`src/rtl/tape_pkg.sv`:
```
// rtl/tape_pkg.sv - shared state encoding and move codes for tape_head_ctrl
//
// Purpose : Constants shared by the tape head controller and its bench.
//           The FSM state encoding is a set of plain localparam constants
//           so that older tools and waveform viewers see simple vectors.
// Contents: STATE_W         width of the FSM state register
//           ST_*            FSM state codes
//           MOVE_*          2-bit head move codes carried on cmd_move
//           move_is_stay()  true when a move code leaves the head in place

package tape_pkg;

  localparam int STATE_W = 3;

  localparam logic [STATE_W-1:0] ST_INIT_FETCH = 3'd0;
  localparam logic [STATE_W-1:0] ST_INIT_CAP   = 3'd1;
  localparam logic [STATE_W-1:0] ST_IDLE       = 3'd2;
  localparam logic [STATE_W-1:0] ST_WRITE      = 3'd3;
  localparam logic [STATE_W-1:0] ST_FETCH      = 3'd4;
  localparam logic [STATE_W-1:0] ST_CAPTURE    = 3'd5;
  localparam logic [STATE_W-1:0] ST_RESP       = 3'd6;

  localparam logic [1:0] MOVE_STAY  = 2'b00;
  localparam logic [1:0] MOVE_LEFT  = 2'b01;
  localparam logic [1:0] MOVE_RIGHT = 2'b10;
  localparam logic [1:0] MOVE_HOME  = 2'b11;

  function automatic logic move_is_stay(input logic [1:0] move);
    return move == MOVE_STAY;
  endfunction

endpackage

```
`src/rtl/tape_head_ctrl.sv`:
```
// rtl/tape_head_ctrl.sv - read/write head controller for an external tape RAM
//
// Purpose : Keeps a head position on a circular tape held in an external
//           synchronous RAM. Each accepted command optionally writes a
//           symbol at the current cell, then moves the head (stay, left,
//           right or home) and answers with the symbol now under the head
//           and the new position. The symbol under the head is cached in
//           r_cur_sym so a stay without a write needs no RAM access.
//
// Ports   : clk        in   sole clock, rising edge
//           rst        in   synchronous active-high reset
//           cmd_valid  in   command offered
//           cmd_ready  out  block idle and able to accept a command
//           cmd_write  in   write cmd_sym at the current cell before moving
//           cmd_sym    in   [DATA_WIDTH] symbol to write
//           cmd_move   in   [2] move code (tape_pkg MOVE_*)
//           rsp_valid  out  response available
//           rsp_ready  in   consumer takes the response
//           rsp_sym    out  [DATA_WIDTH] symbol under the head after the move
//           rsp_pos    out  [ADDR_SPACE] head position after the move
//           mem_addr   out  [ADDR_SPACE] RAM address
//           mem_data   out  [DATA_WIDTH] RAM write data
//           mem_we     out  RAM write enable
//           mem_rdata  in   [DATA_WIDTH] RAM read data, one cycle after address

module tape_head_ctrl
  import tape_pkg::*;
#(
  parameter int DATA_WIDTH = 32,
  parameter int ADDR_SPACE = 14,
  parameter int HOME_ADDR  = 2 ** (ADDR_SPACE - 1)
) (
  input  logic                  clk,
  input  logic                  rst,
  input  logic                  cmd_valid,
  output logic                  cmd_ready,
  input  logic                  cmd_write,
  input  logic [DATA_WIDTH-1:0] cmd_sym,
  input  logic [1:0]            cmd_move,
  output logic                  rsp_valid,
  input  logic                  rsp_ready,
  output logic [DATA_WIDTH-1:0] rsp_sym,
  output logic [ADDR_SPACE-1:0] rsp_pos,
  output logic [ADDR_SPACE-1:0] mem_addr,
  output logic [DATA_WIDTH-1:0] mem_data,
  output logic                  mem_we,
  input  logic [DATA_WIDTH-1:0] mem_rdata
);

  localparam logic [ADDR_SPACE-1:0] HOME_POS = ADDR_SPACE'(HOME_ADDR);
  localparam logic [ADDR_SPACE-1:0] POS_ONE  = ADDR_SPACE'(1);

  logic [STATE_W-1:0]    r_state;
  logic [ADDR_SPACE-1:0] r_pos;
  logic [DATA_WIDTH-1:0] r_cur_sym;
  logic                  r_cmd_write;
  logic [DATA_WIDTH-1:0] r_cmd_sym;
  logic [1:0]            r_cmd_move;
  logic [DATA_WIDTH-1:0] r_mem_data;

  logic                  w_accept;

  // Head arithmetic wraps naturally in ADDR_SPACE bits: 0-1 is all-ones
  // and all-ones+1 is 0, which gives the circular tape.
  function automatic logic [ADDR_SPACE-1:0] next_pos(
    input logic [ADDR_SPACE-1:0] pos,
    input logic [1:0]            move
  );
    logic [ADDR_SPACE-1:0] result;
    case (move)
      MOVE_LEFT:  result = pos - POS_ONE;
      MOVE_RIGHT: result = pos + POS_ONE;
      MOVE_HOME:  result = HOME_POS;
      default:    result = pos;
    endcase
    return result;
  endfunction

  assign cmd_ready = (r_state == ST_IDLE);
  assign w_accept  = cmd_valid && cmd_ready;

  assign rsp_valid = (r_state == ST_RESP);
  assign rsp_sym   = r_cur_sym;
  assign rsp_pos   = r_pos;

  // A writing command keeps r_pos unchanged until the end of WRITE, so
  // r_pos is still the old position while the write is on the bus.
  assign mem_addr  = r_pos;
  assign mem_data  = r_mem_data;

  // Gated with rst so a reset landing in WRITE never reaches the RAM.
  assign mem_we    = (r_state == ST_WRITE) && r_cmd_write && !rst;

  always_ff @(posedge clk) begin
    if (rst) begin
      r_state     <= ST_INIT_FETCH;
      r_pos       <= HOME_POS;
      r_cur_sym   <= '0;
      r_cmd_write <= 1'b0;
      r_cmd_sym   <= '0;
      r_cmd_move  <= MOVE_STAY;
      r_mem_data  <= '0;
    end else begin
      case (r_state)
        ST_INIT_FETCH: begin
          r_state <= ST_INIT_CAP;
        end

        ST_INIT_CAP: begin
          r_cur_sym <= mem_rdata;
          r_state   <= ST_IDLE;
        end

        ST_IDLE: begin
          if (w_accept) begin
            r_cmd_write <= cmd_write;
            r_cmd_sym   <= cmd_sym;
            r_cmd_move  <= cmd_move;
            if (cmd_write) begin
              // Write data is loaded here and then held, so mem_data keeps
              // the last written symbol outside WRITE.
              r_mem_data <= cmd_sym;
              r_state    <= ST_WRITE;
            end else begin
              r_pos <= next_pos(r_pos, cmd_move);
              if (move_is_stay(cmd_move)) begin
                // Cached symbol is already the one under the head.
                r_state <= ST_RESP;
              end else begin
                r_state <= ST_FETCH;
              end
            end
          end
        end

        ST_WRITE: begin
          // For write+stay the written symbol is the answer; for write+move
          // this value is replaced in CAPTURE.
          r_cur_sym <= r_cmd_sym;
          r_pos     <= next_pos(r_pos, r_cmd_move);
          if (move_is_stay(r_cmd_move)) begin
            r_state <= ST_RESP;
          end else begin
            r_state <= ST_FETCH;
          end
        end

        ST_FETCH: begin
          // A home move from HOME_ADDR still comes through here and re-reads.
          r_state <= ST_CAPTURE;
        end

        ST_CAPTURE: begin
          r_cur_sym <= mem_rdata;
          r_state   <= ST_RESP;
        end

        ST_RESP: begin
          if (rsp_ready) begin
            r_state <= ST_IDLE;
          end
        end

        default: begin
          r_state <= ST_INIT_FETCH;
        end
      endcase
    end
  end

endmodule

```
`config.mk`:
```
export PLATFORM = sky130hd
export DESIGN_NAME = tape_head_ctrl
export DESIGN_NICKNAME = d
export VERILOG_FILES = /design/src/rtl/tape_pkg.sv /design/src/rtl/tape_head_ctrl.sv
export SDC_FILE = /design/constraint.sdc
export NUM_CORES = 1
export LEC_CHECK = 0
export BUFFER_PORTS_ARGS = -buffer_cell sky130_fd_sc_hd__buf_4
export CELL_PAD_IN_SITES_DETAIL_PLACEMENT = 1
export CELL_PAD_IN_SITES_GLOBAL_PLACEMENT = 1
export CORE_ASPECT_RATIO = 0.9
export CORE_MARGIN = 3
export CORE_UTILIZATION = 38
export CTS_BUF_LIST = sky130_fd_sc_hd__clkbuf_2 sky130_fd_sc_hd__clkbuf_4 sky130_fd_sc_hd__clkbuf_8
export CTS_CLUSTER_SIZE = 40
export DETAILED_ROUTE_END_ITERATION = 8
export PLACE_DENSITY_LB_ADDON = 0.2
export RECOVER_POWER = 25
export SLEW_MARGIN = 10
export SYNTH_ARGS = -nofsm -noshare
export SYNTH_HDL_FRONTEND = slang
export SYNTH_SLANG_ARGS = --single-unit
```
`constraint.sdc`:
```
create_clock -name clk -period 2.7 [get_ports clk]
set_input_delay 0 -clock clk [delete_from_list [all_inputs] [get_ports clk]]
set_output_delay 0 -clock clk [all_outputs]
set_load 0.1 [all_outputs]
```
==> metrics.txt <==
status=completed; initial antenna violation count=0; post-synth top area share=0.433; largest net degree at the start of global routing=75; commonest non-fill, non-tap cell in the layout=nand2_1; most frequent cells in the layout=nand2_1, buf_4, a21oi_1, dfxtp_1, dlygate4sd3_1; Via Count=5,727; Final Util=0.546; Static Leak=0.00279 µW; critical path cell sequence=and3b_2, buf_4, o21ai_0, nor4_1, o31ai_1, a31oi_1; crit path buf inv count=1; CP max FO=34; dpl hpwl=12,100 µm; Post-synth ARST share=0; Worst EP arrival=2.73 ns; RR Endpoint=mem_addr[10]; achievable frequency=423 MHz; CP endpoint kind=register; Yosys Warn Count=0; reg2reg setup slack=0.33 ns; CTS Root Cell=clkbuf_8; Worst VDD drop=0.295 mV; H-tree levels=4; Congestion Overflow GR=0; Fill cells=1,675; Slew Viols, Final=0; Total Wirelength=20,000 µm; CTS Buf Count=17; origin of the critical flop-to-flop path=r_state[0]; total negative setup slack=0 ns; Post-Layout Cell Count=1,069; CP Launch Type=register; Slowest cell on crit path=dfxtp_1; Worst R2R Path Depth=6; # diodes=0; clock-pin slew on the worst setup and hold paths=0.07 ns; Die Area=15,600 µm²; Crit path max-delay family=simple AND/OR/NAND/NOR gates; Max-Cap Viols=0; # DRC=0; vias in the first global route=6,133; Hold Crit Start=rst; minimum clock period=2.37 ns; Clock Sinks=116; PortBufs=165; final critical-path share of the clock period=0.876; ys flop type=dfxtp_1; Antenna Nets Post-Route=0; final hold violation count=0; Synth Instances=673; CP peak stage delay=0.52 ns; power per cell area=599 nW/µm²; RSZ-0062 raised after global routing=false; Post-Route Skew=0.0103 ns; WHS Path Cells=2; Yosys top cell by area=dfxtp_1; Area Growth Syn to Fin=37.9%; CTS resizes=0; layout cells sized above 1=0.201; post-route design area=7400 µm²; clk_lat worst skew=0.44 ns; io pins=166; Core Area=13,600 µm²; post-synthesis sequential area ratio=0.433; Post-synth EDFFs=0; syn_nets=752; Mean Syn Cell Area=7.98 µm²; Starting Density=0.396; post-synth cell types=61; Max-slew headroom=0.148; row count=40; Final Net Count=948; vias per cell=5.36; Worst Tran Pin Value=1.28 ns; gpl congestion=0.903; Hold EP=mem_addr[0]; Hold/Removal Path Class=primary input to register; Die W=131 µm; die height=119 µm; DRT iter0 DRCs=333; First-pass DRT Iterations=4; Worst EP required=3.06 ns; CTS tree=built; DR WL/cell=18.7 µm; Setup violations, final=0; synthesized area=5370 µm²; Seq cells post-synth=116; Synth area leaders=dfxtp_1, nand2_1, a21oi_1; first-pass GRT wire length=32,400 µm; clk buf depth=2; Total GRT Usage=0.257; Crit Path Category=register to register; placed standard-cell area=6540 µm²; # placed instances=970
[worst max-delay path by stage]
stage | from | cells after the start | slack (ns) | endpoint
2_1_floorplan | mem_addr[0] | 7 | 0.24 | mem_addr[10]
3_3_place_gp | r_state[0] | 6 | 0.55 | mem_addr[10]
3_5_place_dp | r_state[0] | 6 | 0.37 | mem_addr[10]
4_1_cts | r_state[0] | 6 | 0.33 | mem_addr[10]
5_1_grt | r_state[0] | 6 | 0.13 | mem_addr[10]
6_report | r_state[0] | 6 | 0.33 | mem_addr[10]
[per-stage QoR]
stage / hold WS (ns) / setup WS, ns / total power [µW]
after global routing: 0.0313 / 0.134 / 4610
after global placement: 0.261 / 0.552 / 2870
after CTS: 0.00940 / 0.334 / 4470
after detailed placement: 0.269 / 0.367 / 2890
final: 0.0339 / 0.334 / 4430
after floorplan: 0.136 / 0.241 / 2610
[repair_timing]
action | in CTS | in global routing
buffers inserted | 0 | 0
hold buffers | 69 | 0
hold endpoints to repair | 100 | 0
[Yosys cell counts, drive strengths merged, types with 2 or more instances]
cell type / n
a221oi: 3
or4: 2
nor4: 10
a211oi: 3
o21ai: 8
nand3b: 2
clkbuf: 32
nor2b: 2
or2: 2
nand3: 6
ha: 8
nor3b: 5
buf: 36
mux2: 2
nor2: 23
and3: 2
and2: 4
nor3: 15
nand2: 179
or3: 4
mux2i: 5
o22ai: 5
o211ai: 2
inv: 12
a22oi: 37
nand4: 6
a311oi: 2
dfxtp: 116
o221ai: 2
nand2b: 2
a21oi: 118
o31ai: 4
and3b: 2
[state kept, by name, summed over array words and instances, names as in the netlist]
register,flops
mem_addr,14
mem_data,32
r_cmd_move,2
r_cmd_sym,32
r_cmd_write,1
r_state,3
rsp_sym,32
[report_power, final]
group / internal [µW] / switching, µW
Combinational: 317 / 758
Clock: 822 / 687
Sequential: 1780 / 61.9
Total: 2920 / 1510
[kinds of logic (layout without fill, tap and decap cells)]
group                    count (synthesis)  in the layout  synth area share
AO/OA/AOI/OAI                          190            190             0.210
XOR/XNOR                                 2              2           0.00326
adder cells (fa/ha/maj)                  8              8            0.0186
buffers and inverters                   80            287            0.0851
flip-flops                             116            116             0.433
multiplexers                             7              7            0.0196
AND/OR/NAND/NOR                        270            270             0.231
[layer usage]
metal	up-vias	global-route usage	share of wire
met5	-	0	0
met4	0	0.0997	0.022
met3	35	0.0587	0.043
met2	184	0.451	0.51
met1	2792	0.306	0.43
li1	2716	-	-
[layout make-up]
| class | count | area, µm² | share of cell area |
|---|---|---|---|
| timing repair buffer | 245 | 1830 | 0.248 |
| clock buffer | 25 | 307 | 0.0414 |
| clock inverter | 5 | 52.6 | 0.00710 |
| inverter | 12 | 45.0 | 0.00609 |
| tap | 189 | 236 | 0.0319 |
| sequential | 116 | 2320 | 0.314 |
| multi-input combinational | 477 | 2610 | 0.352 |
Power figures use the tool's default switching activity.
